===== src/rtl/nn_pkg.sv =====
// Shared types and constants for the digit-recognition network.
// The classifier FSM states live here so the network controller can decode them too.
package nn_pkg;

   localparam int NUM_CLASSES   = 10;
   localparam int OUT_BASE_ADDR = 8;
   localparam int DATA_W        = 4;
   localparam int ADDR_W        = 5;

   typedef enum logic [1:0] {
      CLF_IDLE  = 2'd0,
      CLF_SCAN  = 2'd1,
      CLF_DRAIN = 2'd2,
      CLF_HOLD  = 2'd3
   } clf_state_t;

endpackage


===== src/rtl/flex_counter.sv =====
// Parameterised up-counter: counts 0..rollover_val, then wraps to 0.
// rollover_flag is high while the count equals rollover_val.
module flex_counter #(
   parameter int NUM_CNT_BITS = 4
) (
   input  logic                    clk,
   input  logic                    n_rst,
   input  logic                    clear,
   input  logic                    count_enable,
   input  logic [NUM_CNT_BITS-1:0] rollover_val,
   output logic [NUM_CNT_BITS-1:0] count_out,
   output logic                    rollover_flag
);

   logic [NUM_CNT_BITS-1:0] r_count;

   always_ff @(posedge clk or negedge n_rst) begin
      if (!n_rst) begin
         r_count <= '0;
      end else if (clear) begin
         r_count <= '0;
      end else if (count_enable) begin
         if (r_count == rollover_val) begin
            r_count <= '0;
         end else begin
            r_count <= r_count + 1'b1;
         end
      end
   end

   assign count_out     = r_count;
   assign rollover_flag = (r_count == rollover_val);

endmodule


===== src/rtl/digit_classifier.sv =====
// Network output stage: argmax over the layer-2 activations in sigmoid memory,
// presenting the winning digit and its confidence under a valid/ack handshake.
module digit_classifier
   import nn_pkg::*;
#(
   parameter int NUM_CLASSES   = nn_pkg::NUM_CLASSES,
   parameter int OUT_BASE_ADDR = nn_pkg::OUT_BASE_ADDR,
   parameter int DATA_W        = nn_pkg::DATA_W,
   parameter int ADDR_W        = nn_pkg::ADDR_W,
   parameter int RD_LATENCY    = 0
) (
   input  logic              clk,
   input  logic              n_rst,
   input  logic              network_done,
   input  logic [DATA_W-1:0] sig_data,
   output logic [ADDR_W-1:0] sig_addr,
   output logic              sig_rd,
   output logic [3:0]        digit,
   output logic [DATA_W-1:0] confidence,
   output logic              result_valid,
   input  logic              result_ack,
   output logic              busy,
   output logic              overrun_err
);

   localparam int CNT_W = $clog2(NUM_CLASSES);

   clf_state_t        r_state;
   clf_state_t        w_state_nxt;
   logic [CNT_W-1:0]  w_idx;
   logic              w_last;
   logic              w_cmp_v;
   logic [CNT_W-1:0]  w_cmp_idx;
   logic [DATA_W-1:0] r_max;
   logic [DATA_W-1:0] w_max_nxt;
   logic [CNT_W-1:0]  r_best;
   logic [CNT_W-1:0]  w_best_nxt;
   logic [3:0]        r_digit;
   logic [DATA_W-1:0] r_conf;
   logic              r_err;
   logic              w_overrun;

   flex_counter #(
      .NUM_CNT_BITS(CNT_W)
   ) u_idx_cnt (
      .clk          (clk),
      .n_rst        (n_rst),
      .clear        (r_state != CLF_SCAN),
      .count_enable (r_state == CLF_SCAN),
      .rollover_val (CNT_W'(NUM_CLASSES - 1)),
      .count_out    (w_idx),
      .rollover_flag(w_last)
   );

   assign sig_rd       = (r_state == CLF_SCAN);
   assign sig_addr     = sig_rd ? (ADDR_W'(OUT_BASE_ADDR) + ADDR_W'(w_idx)) : '0;
   assign busy         = (r_state == CLF_SCAN) || (r_state == CLF_DRAIN);
   assign result_valid = (r_state == CLF_HOLD);
   assign digit        = r_digit;
   assign confidence   = r_conf;
   assign overrun_err  = r_err;

   // A done during a scan, or over an un-acked result, is an overrun.
   assign w_overrun = network_done &&
                      (busy || ((r_state == CLF_HOLD) && !result_ack));

   always_comb begin
      w_state_nxt = r_state;
      case (r_state)
         CLF_IDLE:  if (network_done) w_state_nxt = CLF_SCAN;
         CLF_SCAN:  if (w_last) w_state_nxt = (RD_LATENCY == 0) ? CLF_HOLD : CLF_DRAIN;
         CLF_DRAIN: w_state_nxt = CLF_HOLD;
         CLF_HOLD: begin
            if (network_done) begin
               w_state_nxt = CLF_SCAN;
            end else if (result_ack) begin
               w_state_nxt = CLF_IDLE;
            end
         end
         default:   w_state_nxt = CLF_IDLE;
      endcase
   end

   // Read data returns RD_LATENCY cycles after the address; delay valid/idx to match.
   generate
      if (RD_LATENCY == 0) begin : g_no_delay
         assign w_cmp_v   = sig_rd;
         assign w_cmp_idx = w_idx;
      end else begin : g_delay
         logic             r_pv   [RD_LATENCY];
         logic [CNT_W-1:0] r_pidx [RD_LATENCY];

         always_ff @(posedge clk or negedge n_rst) begin
            if (!n_rst) begin
               for (int unsigned i = 0; i < unsigned'(RD_LATENCY); i++) begin
                  r_pv[i]   <= 1'b0;
                  r_pidx[i] <= '0;
               end
            end else begin
               r_pv[0]   <= sig_rd;
               r_pidx[0] <= w_idx;
               for (int unsigned i = 1; i < unsigned'(RD_LATENCY); i++) begin
                  r_pv[i]   <= r_pv[i-1];
                  r_pidx[i] <= r_pidx[i-1];
               end
            end
         end

         assign w_cmp_v   = r_pv[RD_LATENCY-1];
         assign w_cmp_idx = r_pidx[RD_LATENCY-1];
      end
   endgenerate

   // Class 0 seeds the running max; strict compare keeps ties on the lowest index.
   always_comb begin
      w_max_nxt  = r_max;
      w_best_nxt = r_best;
      if (w_cmp_v && ((w_cmp_idx == '0) || (sig_data > r_max))) begin
         w_max_nxt  = sig_data;
         w_best_nxt = w_cmp_idx;
      end
   end

   always_ff @(posedge clk or negedge n_rst) begin
      if (!n_rst) begin
         r_state <= CLF_IDLE;
         r_max   <= '0;
         r_best  <= '0;
         r_digit <= '0;
         r_conf  <= '0;
         r_err   <= 1'b0;
      end else begin
         r_state <= w_state_nxt;
         r_max   <= w_max_nxt;
         r_best  <= w_best_nxt;
         r_err   <= r_err | w_overrun;
         // Publish only on entry to HOLD so the outputs never show a partial scan.
         if ((w_state_nxt == CLF_HOLD) && (r_state != CLF_HOLD)) begin
            r_digit <= 4'(w_best_nxt);
            r_conf  <= w_max_nxt;
         end
      end
   end

endmodule

===== config.mk =====
export PLATFORM = sky130hd
export DESIGN_NAME = digit_classifier
export DESIGN_NICKNAME = d
export VERILOG_FILES = /design/src/rtl/nn_pkg.sv /design/src/rtl/flex_counter.sv /design/src/rtl/digit_classifier.sv
export SDC_FILE = /design/constraint.sdc
export NUM_CORES = 1
export LEC_CHECK = 0
export CAP_MARGIN = 25
export CORE_ASPECT_RATIO = 0.9
export CORE_MARGIN = 2
export CORE_UTILIZATION = 60
export CTS_CLUSTER_DIAMETER = 120
export DETAILED_ROUTE_END_ITERATION = 12
export DONT_BUFFER_PORTS = 1
export PLACE_DENSITY = 0.76
export SLEW_MARGIN = 15
export SYNTH_ARGS = -nofsm -noshare
export SYNTH_HDL_FRONTEND = slang
export SYNTH_SLANG_ARGS = --single-unit

===== constraint.sdc =====
create_clock -name clk -period 2.6 [get_ports clk]
set_clock_uncertainty 0.1 [all_clocks]
set_input_delay 0.13 -clock clk [delete_from_list [all_inputs] [get_ports clk]]
set_output_delay 0.13 -clock clk [all_outputs]
set_load 0.01 [all_outputs]

==> reports/qor.json, run 1 <==
{
  "synthesis_warnings": 0,
  "placement.io_buffers": 0,
  "synth.largest_area_cell": "sky130_fd_sc_hd__dfrtp_1",
  "reg2regPathDepth": 6,
  "power.leakage_nw": 0.604,
  "data_required_time_at_the_worst_endpoint_ns": 2.71,
  "core_box_area_um2": 1880,
  "worst_slew_pin_slew_ns": 0.451,
  "n_fill_cell": 142,
  "clock_tree.root_cell": "sky130_fd_sc_hd__clkbuf_4",
  "worstHoldEndpoint": "r_state[0]",
  "hp-start": "result_ack",
  "yosys.cell_types.count": 26,
  "post_route_cells_drive_above_1_share": 0.192,
  "seqCellArea_um2": 576,
  "min-delay-path-class": "in -> reg",
  "wl_per_cell_um": 15.3,
  "synth_cells": 108,
  "drt-pass1-iter-count": 4,
  "pin_count_of_the_biggest_net_entering_global_routing": 24,
  "gr-total-overflow": 0,
  "fin_util": 0.703,
  "max-vdd-ir-drop_uv": 800,
  "die_w_um": 50.7,
  "die_h_um": 46.0,
  "syn-mean-instance-area_um2": 10.9,
  "place.gp.congestion": 0.825,
  "via_per_inst": 5.58,
  "die_area_um2": 2330,
  "fp-row-count": 15,
  "path_max_fanout": 7,
  "netlist_top_cells_area": "sky130_fd_sc_hd__dfrtp_1 (49%), sky130_fd_sc_hd__mux2_2 (11%), sky130_fd_sc_hd__ha_1 (8.5%)",
  "layoutNonFillerInstCount": 145,
  "htree_levels": 1,
  "fraction_of_registers_with_async_set_or_reset_after_synthesis": 1.00,
  "grt_pass1_wl_um": 3540,
  "start_kind": "flip-flop",
  "layout_worst_path_cycle_share": 0.926,
  "timing.final.setup_violations": 0,
  "maxSlewHeadroom": 0.697,
  "drtIter0Drc": 9,
  "cts_tree": "done",
  "synth.ff_latch_count": 23,
  "yosys.area.top_type_share": 0.489,
  "tritoncts_num_sinks": 23,
  "pin_count": 25,
  "finalNetCount": 137,
  "drc_errors": 0,
  "worst_setup_path_startpoint": "r_state[0]",
  "total_power_mw": 1.43,
  "timing.final.ws_setup_ns": 0.192,
  "insertion_delay_ns": 0.31,
  "synth_flop_cell": "sky130_fd_sc_hd__dfrtp_1",
  "period_needed_ns": 2.41,
  "mappedNetlistNets": 124,
  "fin_setup_tns_ns": 0,
  "final-max-slew-violation-count": 0,
  "grt_usage": 0.214,
  "worst_setup_hold_path_clk_slew_ns": 0.13,
  "antenna_violations_before_repair": 0,
  "critPathCaptureType": "flip-flop",
  "postCtsResizedCells": 0,
  "cts_buffers": 3,
  "dpl_worst_slack_ns": 0.213,
  "worstPathArrival_ns": 2.52,
  "synth-seq-area-share": 0.489,
  "synth-edff-count": 0,
  "via_count_of_the_first_global_routing_pass": 768,
  "worst_hold_path.num_cells": 3,
  "regToRegStartpoint": "r_state[0]",
  "placed_cells_incl_taps": 133,
  "initial_utilization": 0.627,
  "timing.reg2reg.setup_slack_ns": 0.19,
  "path_class": "reg -> reg",
  "antennaDiodeCount": 0,
  "power_per_cell_area_nw_per_um2": 1080,
  "ant_nets": 0,
  "finalHoldViolCount": 0,
  "ctsLongestPathBuffers": 2,
  "wirelength_um": 2220,
  "most-common-layout-cells": "sky130_fd_sc_hd__dfrtp_1 (23), sky130_fd_sc_hd__mux2_2 (12), sky130_fd_sc_hd__inv_1 (11), sky130_fd_sc_hd__nor2_1 (11)",
  "leading_cell_type_in_the_layout_fill_and_taps_excluded": "sky130_fd_sc_hd__dfrtp_1",
  "multi_input_comb_area_um2": 561,
  "hold_buf_count_cts": 7,
  "cts_setup_buffers": 0,
  "rsz0062_at_grt": "no",
  "highest_clock_rate_mhz": 415,
  "syn_to_final_growth_pct": 12.1,
  "max_capacitance_violation_count": 0,
  "detailed_place_hpwl_um": 1570,
  "post_syn_area_um2": 1180,
  "status": "complete, no violations",
  "via_count": 809,
  "regToRegEndpoint": "confidence[1]"
}
-- kinds of logic after synthesis --
family	after synthesis	share of synthesized area
compound gates	19	0.113
mux	16	0.149
buf+inv	11	0.0351
fa+ha+maj	8	0.0850
xor+xnor	1	0.00744
flops	23	0.489
simple gates	30	0.122
-- critical path: stages, from the launching register on --
cell                       delay (ns)
sky130_fd_sc_hd__dfrtp_1         0.47
sky130_fd_sc_hd__ha_1            0.34
sky130_fd_sc_hd__and2b_2         0.28
sky130_fd_sc_hd__a32oi_1         0.17
sky130_fd_sc_hd__a21boi_2        0.29
sky130_fd_sc_hd__mux2_2          0.39
sky130_fd_sc_hd__mux2_2          0.27
-- registers in the layout, indices dropped and copies added (netlist names) --
name and cells:
confidence 4, digit 4, overrun_err 1, r_best 4, r_max 4, r_state 2
u_idx_cnt.count_out 4
-- synthesized netlist by cell type (3+ instances only) --
| library cell | instances |
|---|---|
| sky130_fd_sc_hd__o211ai_1 | 3 |
| sky130_fd_sc_hd__nor2_1 | 11 |
| sky130_fd_sc_hd__nand2_1 | 8 |
| sky130_fd_sc_hd__o21ai_0 | 7 |
| sky130_fd_sc_hd__dfrtp_1 | 23 |
| sky130_fd_sc_hd__mux2i_1 | 4 |
| sky130_fd_sc_hd__nor3_1 | 3 |
| sky130_fd_sc_hd__a21oi_1 | 3 |
| sky130_fd_sc_hd__ha_1 | 8 |
| sky130_fd_sc_hd__mux2_2 | 12 |
| sky130_fd_sc_hd__inv_1 | 11 |
-- worst max path at each step --
stage / endpoint / cells past startpoint
floorplan: confidence[0] / 7
global placement: confidence[1] / 6
detailed placement: confidence[3] / 7
CTS: confidence[1] / 7
global route: confidence[1] / 7
finish: confidence[1] / 6
-- per-stage QoR --
step / hold WS, ns / cell area (um2)
after floorplan: -0.266 / 1180
after detailed placement: -0.265 / 1210
after global placement: -0.265 / 1210
final: 0.0277 / 1320
after global routing: 0.0302 / 1320
after CTS: 0.0181 / 1310
-- report_power, final --
| part | internal, mW | switching (mW) |
|---|---|---|
| registers | 0.490 | 0.119 |
| clock network | 0.0587 | 0.111 |
| logic | 0.291 | 0.356 |
-- area by class of cell --
type,instances,area share
multi-input combinational,74,0.425
sequential,23,0.436
inverter,11,0.0313
tap,25,0.0237
clock buffer,3,0.0171
timing repair buffer,8,0.0616
clock inverter,1,0.00569
-- layer usage --
metal,GRT usage,up-vias,wire [um]
li1,-,399,-
met1,0.293,389,1070
met2,0.321,19,1020
met4,0.0811,0,12
met5,0,-,0
met3,0.0691,2,117
No activity file was read; power rests on OpenSTA's default activity.
==> inputs of run 2 (changes only) <==
--- a/config.mk
+++ b/config.mk
@@ -5,6 +5,7 @@
 export SDC_FILE = /design/constraint.sdc
 export NUM_CORES = 1
 export LEC_CHECK = 0
+export ABC_AREA = 1
 export CAP_MARGIN = 25
 export CORE_ASPECT_RATIO = 0.9
 export CORE_MARGIN = 2
==> reports/qor.json, run 2 <==
{
  "post_route_cells_drive_above_1_share": {"value": 0.200, "change": "+0.00833"},
  "path_common_cell": "sky130_fd_sc_hd__nand2_1",
  "grt_pass1_wl": {"value": 4260, "unit": "um", "change": "+20%"},
  "worst_path_max_delay_cell": "sky130_fd_sc_hd__ha_1",
  "htree_levels": {"value": 1, "change": "unchanged"},
  "min-delay-path-class": "in -> async",
  "synthesis_warnings": {"value": 0, "change": "unchanged"},
  "critPathCaptureType": "flip-flop",
  "maxSlewHeadroom": {"value": 0.695, "change": "-0.00251"},
  "place.gp.congestion": {"value": 0.798, "change": "-3.3%"},
  "drtIter0Drc": {"value": 11, "change": "+2"},
  "highest_clock_rate": {"value": 503, "unit": "MHz", "change": "+21%"},
  "timing.reg2reg.setup_slack": {"value": 0.61, "unit": "ns", "change": "+0.42 ns"},
  "seqCellArea": {"value": 576, "unit": "um2", "change": "unchanged"},
  "yosys.cell_types.count": {"value": 20, "change": "-23%"},
  "finalHoldViolCount": {"value": 0, "change": "unchanged"},
  "worst_path_dominant_cell_family": "simple AND/OR/NAND/NOR gates",
  "fraction_of_registers_with_async_set_or_reset_after_synthesis": {"value": 1.00, "change": "unchanged"},
  "wl_per_cell": {"value": 13.5, "unit": "um", "change": "-12%"},
  "cts_setup_buffers": {"value": 0, "change": "unchanged"},
  "most-common-layout-cells": "sky130_fd_sc_hd__nand2_1 (51), sky130_fd_sc_hd__dfrtp_1 (23), sky130_fd_sc_hd__inv_1 (16)",
  "path_class": "reg -> reg",
  "netlist_top_cells_area": "sky130_fd_sc_hd__dfrtp_1 (45%), sky130_fd_sc_hd__nand2_1 (15%), sky130_fd_sc_hd__ha_1 (7.8%)",
  "rsz0062_at_grt": "no",
  "synth-seq-area-share": {"value": 0.451, "change": "-0.0379"},
  "via_per_inst": {"value": 5.17, "change": "-7.3%"},
  "cts_buffers": {"value": 3, "change": "unchanged"},
  "n_fill_cell": {"value": 159, "change": "+12%"},
  "post_route_cell_area": {"value": 1430, "unit": "um2", "change": "+8.4%"},
  "data_required_time_at_the_worst_endpoint": {"value": 2.75, "unit": "ns", "change": "+0.04 ns"},
  "grt_usage": {"value": 0.243, "change": "+0.0290"},
  "slowest_delay": {"value": 0.44, "unit": "ns", "change": "-0.03 ns"},
  "insertion_delay": {"value": 0.32, "unit": "ns", "change": "about the same"},
  "fin_hold_ws": {"value": 0.0592, "unit": "ns", "change": "+0.0315 ns"},
  "leading_cell_type_in_the_layout_fill_and_taps_excluded": "sky130_fd_sc_hd__nand2_1",
  "yosys.area.top_type_share": {"value": 0.451, "change": "-0.0379"},
  "synth.largest_area_cell": "sky130_fd_sc_hd__dfrtp_1",
  "antenna_violations_before_repair": {"value": 0, "change": "unchanged"},
  "core_box_area": {"value": 1970, "unit": "um2", "change": "+5.0%"},
  "syn-mean-instance-area": {"value": 8.34, "unit": "um2", "change": "-23%"},
  "die_w": {"value": 52.6, "unit": "um", "change": "+3.8%"},
  "die_area": {"value": 2510, "unit": "um2", "change": "+7.7%"},
  "mappedNetlistNets": {"value": 169, "change": "+36%"},
  "pin_count_of_the_biggest_net_entering_global_routing": {"value": 24, "change": "unchanged"},
  "synth-edff-count": {"value": 0, "change": "unchanged"},
  "synth_top_cells_by_count": "sky130_fd_sc_hd__nand2_1 (51), sky130_fd_sc_hd__dfrtp_1 (23), sky130_fd_sc_hd__inv_1 (16)",
  "start_kind": "flip-flop",
  "via_count": {"value": 983, "change": "+22%"},
  "status": "complete, no violations",
  "ctsLongestPathBuffers": {"value": 2, "change": "unchanged"},
  "post_syn_area": {"value": 1280, "unit": "um2", "change": "+8.4%"},
  "fin_setup_tns": {"value": 0, "unit": "ns", "change": "unchanged"},
  "wirelength": {"value": 2560, "unit": "um", "change": "+16%"},
  "postCtsResizedCells": {"value": 0, "change": "unchanged"},
  "final-max-slew-violation-count": {"value": 0, "change": "unchanged"},
  "timing.final.setup_violations": {"value": 0, "change": "unchanged"},
  "fp-row-count": {"value": 15, "change": "unchanged"},
  "pin_count": {"value": 25, "change": "unchanged"},
  "synth_flop_cell": "sky130_fd_sc_hd__dfrtp_1",
  "finalNetCount": {"value": 182, "change": "+33%"},
  "synth_cells": {"value": 153, "change": "+42%"},
  "worstPathArrival": {"value": 2.14, "unit": "ns", "change": "-0.38 ns"},
  "placedInstanceArea": {"value": 1300, "unit": "um2", "change": "+7.2%"},
  "clock_tree.root_cell": "sky130_fd_sc_hd__clkbuf_4",
  "multi_input_comb_area": {"value": 614, "unit": "um2", "change": "+9.6%"},
  "placement.io_buffers": {"value": 0, "change": "unchanged"},
  "die_h": {"value": 47.8, "unit": "um", "change": "+3.8%"},
  "drc_errors": {"value": 0, "change": "unchanged"},
  "gr-total-overflow": {"value": 0, "change": "unchanged"},
  "cp.buffers_inverters": {"value": 2, "change": "+2"},
  "antennaDiodeCount": {"value": 0, "change": "unchanged"},
  "max_capacitance_violation_count": {"value": 0, "change": "unchanged"},
  "crit_path_cell_trace": "inv_1 > ha_1 > inv_2 > nor2_4 > nand3_4 > nand2_4 > nand2_1 > nand2_2 > nand2_1 > nand2_1",
  "hold_buf_count_cts": {"value": 8, "change": "+1"},
  "synth.ff_latch_count": {"value": 23, "change": "unchanged"},
  "layout_worst_path_cycle_share": {"value": 0.765, "change": "-0.162"},
  "yosysMostFrequentCell": "sky130_fd_sc_hd__nand2_1",
  "power.leakage": {"value": 0.787, "unit": "nW", "change": "+30%"},
  "fin_util": {"value": 0.726, "change": "+0.0230"},
  "cts_tree": "done",
  "path_max_fanout": {"value": 10, "change": "+3"},
  "worst_setup_hold_path_clk_slew": {"value": 0.12, "unit": "ns", "change": "about the same"},
  "worst_slew_pin_slew": {"value": 0.458, "unit": "ns", "change": "+0.00679 ns"},
  "ant_nets": {"value": 0, "change": "unchanged"},
  "detailed_place_hpwl": {"value": 1810, "unit": "um", "change": "+15%"},
  "power_per_cell_area": {"value": 1170, "unit": "nW/um2", "change": "+8.0%"},
  "syn_to_final_growth": {"value": 12.2, "unit": "%", "change": "about the same"},
  "period_needed": {"value": 1.99, "unit": "ns", "change": "-0.421 ns"},
  "tritoncts_num_sinks": {"value": 23, "change": "unchanged"},
  "max-vdd-ir-drop": {"value": 811, "unit": "uV", "change": "+1.3%"},
  "via_count_of_the_first_global_routing_pass": {"value": 997, "change": "+30%"},
  "initial_utilization": {"value": 0.648, "change": "+0.0203"},
  "drt-pass1-iter-count": {"value": 4, "change": "unchanged"}
}
run 2: cell types whose count changed in the layout (fill, tap and decap cells not counted), moves of 4 or more:
cell,before,now
sky130_fd_sc_hd__inv_2,0,4
sky130_fd_sc_hd__mux2_2,12,0
sky130_fd_sc_hd__nand2_1,8,51
sky130_fd_sc_hd__inv_1,11,16
sky130_fd_sc_hd__nand3_1,0,10
sky130_fd_sc_hd__nand2_2,0,13
sky130_fd_sc_hd__mux2i_1,4,0
sky130_fd_sc_hd__o21ai_0,7,0
run 2: final timing paths:
path                        startpoint          to  cells past startpoint
setup / recovery            r_state[1]    digit[0]                     10
hold / removal                   n_rst  r_state[1]                      1
min in group clk           sig_data[3]   r_best[3]                      5
hold reg to reg              r_best[1]   r_best[1]                      2
setup reg to reg            r_state[1]    digit[0]                     10
max in group asynchronous        n_rst    digit[1]                      2
run 2: kinds of logic (layout without fill, tap and decap cells):
kind of cell    after synthesis  count (layout)  share of synthesized area
fa+ha+maj                     8               8                     0.0784
xor+xnor                      1               1                    0.00686
simple gates                 95              95                      0.363
compound gates                5               5                     0.0333
buf+inv                      21              33                     0.0676
flops                        23              23                      0.451
run 2: area by class of cell:
class                           count  area share
Multi-Input combinational cell    109       0.429
Sequential cell                    23       0.402
Timing Repair Buffer                9      0.0752
Inverter                           20      0.0524
Tap cell                           25      0.0219
Clock buffer                        3      0.0157
Clock inverter                      1     0.00350
run 2: per-stage QoR:
step | total power, mW | worst slack (ns) | cells
2_1_floorplan | 1.33 | 0.971 | 153
3_3_place_gp | 1.44 | 0.749 | 177
3_5_place_dp | 1.48 | 0.653 | 177
4_1_cts | 1.66 | 0.609 | 189
5_1_grt | 1.82 | 0.437 | 190
6_report | 1.67 | 0.612 | 190
run 2: metal layers:
metal  vias to the layer above  wire length, um  track usage
met5                         -                0            0
met4                         0               18       0.0821
met3                         2              117       0.0688
met2                        17             1290        0.425
met1                       476             1130        0.297
li1                        488                -            -
run 2: where the power goes:
part / total (mW) / switching [mW] / internal [mW]
logic: 0.886 / 0.594 / 0.292
clock network: 0.166 / 0.108 / 0.0576
registers: 0.620 / 0.129 / 0.491
total: 1.67 / 0.831 / 0.840
==> inputs of run 3 (changes only) <==
==> constraint.sdc (replaced) <==
create_clock -name clk -period 2 [get_ports clk]
set_clock_uncertainty 0.1 [all_clocks]
set_input_delay 0.1 -clock clk [delete_from_list [all_inputs] [get_ports clk]]
set_output_delay 0.1 -clock clk [all_outputs]
set_load 0.01 [all_outputs]
==> reports/qor.json, run 3 (same netlist as run 2, synthesis figures left out) <==
{
  "power.combinational.fraction": {"value": 0.532, "change": "+0.002"},
  "die_h": {"value": 47.8, "unit": "um", "change": "unchanged"},
  "netSwitchingFraction": {"value": 0.496, "change": "-0.00128"},
  "worstPathArrival": {"value": 2.01, "unit": "ns", "change": "-0.13 ns"},
  "period_needed": {"value": 1.90, "unit": "ns", "change": "-0.0894 ns"},
  "switching_power": {"value": 1.09, "unit": "mW", "change": "+31%"},
  "maxSlewHeadroom": {"value": 0.665, "change": "-0.0296"},
  "antennaDiodeCount": {"value": 0, "change": "unchanged"},
  "via_per_inst": {"value": 5.07, "change": "-2.0%"},
  "post_route_cell_area": {"value": 1420, "unit": "um2", "change": "-0.52%"},
  "ant_nets": {"value": 0, "change": "unchanged"},
  "path_class": "reg -> reg",
  "grt_usage": {"value": 0.246, "change": "+0.00242"},
  "multi_input_comb_area": {"value": 619, "unit": "um2", "change": "+0.81%"},
  "max_capacitance_violation_count": {"value": 0, "change": "unchanged"},
  "cts_setup_buffers": {"value": 0, "change": "unchanged"},
  "fp-row-count": {"value": 15, "change": "unchanged"},
  "pin_count_of_the_biggest_net_entering_global_routing": {"value": 24, "change": "unchanged"},
  "seqCellArea": {"value": 576, "unit": "um2", "change": "unchanged"},
  "pwr-share-seq": {"value": 0.367, "change": "-0.004"},
  "die_area": {"value": 2510, "unit": "um2", "change": "unchanged"},
  "final-max-slew-violation-count": {"value": 0, "change": "unchanged"},
  "cts_buffers": {"value": 3, "change": "unchanged"},
  "leading_cell_type_in_the_layout_fill_and_taps_excluded": "sky130_fd_sc_hd__nand2_1",
  "placedInstanceArea": {"value": 1300, "unit": "um2", "change": "+0.58%"},
  "min-delay-path-class": "in -> async",
  "timing.reg2reg.setup_slack": {"value": 0.10, "unit": "ns", "change": "-0.51 ns"},
  "timing.final.setup_violations": {"value": 0, "change": "unchanged"},
  "grt_pass1_wl": {"value": 4250, "unit": "um", "change": "-0.16%"},
  "start_kind": "flip-flop",
  "wirelength": {"value": 2610, "unit": "um", "change": "+1.7%"},
  "highest_clock_rate": {"value": 527, "unit": "MHz", "change": "+4.7%"},
  "max-vdd-ir-drop": {"value": 963, "unit": "uV", "change": "+19%"},
  "cts_tree": "done",
  "initial_utilization": {"value": 0.648, "change": "unchanged"},
  "regToRegEndpoint": "overrun_err",
  "power_per_cell_area": {"value": 1540, "unit": "nW/um2", "change": "+32%"},
  "drc_errors": {"value": 0, "change": "unchanged"},
  "drtIter0Drc": {"value": 17, "change": "+6"},
  "clock_tree.root_cell": "sky130_fd_sc_hd__clkbuf_4",
  "finalHoldViolCount": {"value": 0, "change": "unchanged"},
  "layout_worst_path_cycle_share": {"value": 0.949, "change": "+0.185"},
  "gr-total-overflow": {"value": 0, "change": "unchanged"},
  "via_count": {"value": 968, "change": "-1.5%"},
  "drt-pass1-iter-count": {"value": 4, "change": "unchanged"},
  "detailed_place_hpwl": {"value": 1840, "unit": "um", "change": "+1.7%"},
  "syn_to_final_growth_pct": 11.6,
  "ctsLongestPathBuffers": {"value": 2, "change": "unchanged"},
  "fin_setup_tns": {"value": 0, "unit": "ns", "change": "unchanged"},
  "placement.io_buffers": {"value": 0, "change": "unchanged"},
  "core_box_area": {"value": 1970, "unit": "um2", "change": "unchanged"},
  "worst_setup_hold_path_clk_slew": {"value": 0.13, "unit": "ns", "change": "about the same"},
  "n_fill_cell": {"value": 148, "change": "-6.9%"},
  "critPathCaptureType": "flip-flop",
  "most-common-layout-cells": "sky130_fd_sc_hd__nand2_1 (51), sky130_fd_sc_hd__dfrtp_1 (23), sky130_fd_sc_hd__inv_1 (16)",
  "place.gp.congestion": {"value": 0.788, "change": "-1.3%"},
  "insertion_delay": {"value": 0.32, "unit": "ns", "change": "about the same"},
  "rsz0062_at_grt": "no",
  "die_w": {"value": 52.6, "unit": "um", "change": "unchanged"},
  "via_count_of_the_first_global_routing_pass": {"value": 959, "change": "-3.8%"},
  "power.clock.fraction": {"value": 0.101, "change": "+0.002"},
  "finalNetCount": {"value": 183, "change": "+0.55%"},
  "antenna_violations_before_repair": {"value": 0, "change": "unchanged"},
  "post_route_cells_drive_above_1_share": {"value": 0.217, "change": "+0.0169"},
  "htree_levels": {"value": 1, "change": "unchanged"},
  "regToRegStartpoint": "r_state[0]",
  "path_max_fanout": {"value": 4, "change": "-6"},
  "reg2regPathDepth": {"value": 5, "change": "-5"},
  "worst_slew_pin_slew": {"value": 0.502, "unit": "ns", "change": "+0.0444 ns"},
  "status": "complete, no violations",
  "tritoncts_num_sinks": {"value": 23, "change": "unchanged"},
  "wl_per_cell": {"value": 13.6, "unit": "um", "change": "+1.1%"},
  "pin_count": {"value": 25, "change": "unchanged"},
  "data_required_time_at_the_worst_endpoint": {"value": 2.11, "unit": "ns", "change": "-0.64 ns"},
  "power.leakage": {"value": 0.776, "unit": "nW", "change": "-1.4%"},
  "power_report.internal_total": {"value": 1.11, "unit": "mW", "change": "+32%"}
}
## run 3: cell types whose count changed in the layout (fill, tap and decap cells not counted)
| cell | delta |
|---|---|
| sky130_fd_sc_hd__buf_16 | -1 |
| sky130_fd_sc_hd__buf_2 | +1 |
| sky130_fd_sc_hd__buf_4 | +1 |
| sky130_fd_sc_hd__clkinv_2 | -1 |
| sky130_fd_sc_hd__clkinvlp_4 | +1 |
| sky130_fd_sc_hd__ha_1 | -2 |
| sky130_fd_sc_hd__ha_2 | +2 |
## run 3: through the flow
stage                      util  setup slack [ns]  power [mW]  hold slack (ns)  instances
after floorplan               -             0.371        1.73           -0.296        153
after global routing      0.723           0.00319        2.39            0.229        191
after detailed placement  0.662             0.127        1.94           -0.295        178
after CTS                 0.717             0.105        2.18            0.208        190
after global placement    0.662             0.241        1.89           -0.295        178
final                     0.723             0.102        2.20            0.191        191
## run 3: how the worst max path moves through the flow
| stage | start | endpoint | slack, ns | cells past startpoint |
|---|---|---|---|---|
| final | r_state[0] | overrun_err | 0.10 | 5 |
| after global routing | r_state[1] | overrun_err | 0.003 | 6 |
| after CTS | r_state[1] | digit[1] | 0.11 | 10 |
| after detailed placement | r_state[1] | digit[1] | 0.13 | 10 |
| after global placement | r_state[1] | digit[3] | 0.24 | 9 |
| after floorplan | r_state[1] | digit[0] | 0.37 | 11 |
## run 3: power by group through the flow
stage	registers, mW	clock network (mW)	logic, mW
5_1_grt	0.834	0.249	1.31
4_1_cts	0.804	0.229	1.15
6_report	0.807	0.222	1.17
2_1_floorplan	0.775	0	0.955
3_3_place_gp	0.815	0	1.08
3_5_place_dp	0.814	0	1.12
## run 3: layout make-up
type,instances,area share
Inverter,20,0.0527
Sequential cell,23,0.404
Tap cell,25,0.0220
Clock buffer,3,0.0158
Multi-Input combinational cell,109,0.435
Clock inverter,1,0.00527
Timing Repair Buffer,10,0.0650
## run 3: repair_timing
item | CTS | global route
hold buffers | 8 | 1
endpoints found under the setup margin | 0 | 8
gates resized for setup | 0 | 2
endpoints found under the hold margin | 33 | 23
## run 3: worst max-delay path, stage by stage, from the launching register on
cell	delay [ns]
sky130_fd_sc_hd__dfrtp_1	0.42
sky130_fd_sc_hd__inv_1	0.08
sky130_fd_sc_hd__ha_1	0.36
sky130_fd_sc_hd__nor2_1	0.16
sky130_fd_sc_hd__o21bai_1	0.09
sky130_fd_sc_hd__dlygate4sd3_1	0.58
## run 3: routing by layer
layer | global-route usage | share of wire
met2 | 0.415 | 0.51
met4 | 0.0769 | 0.012
met3 | 0.0781 | 0.046
met5 | 0 | 0
met1 | 0.308 | 0.44
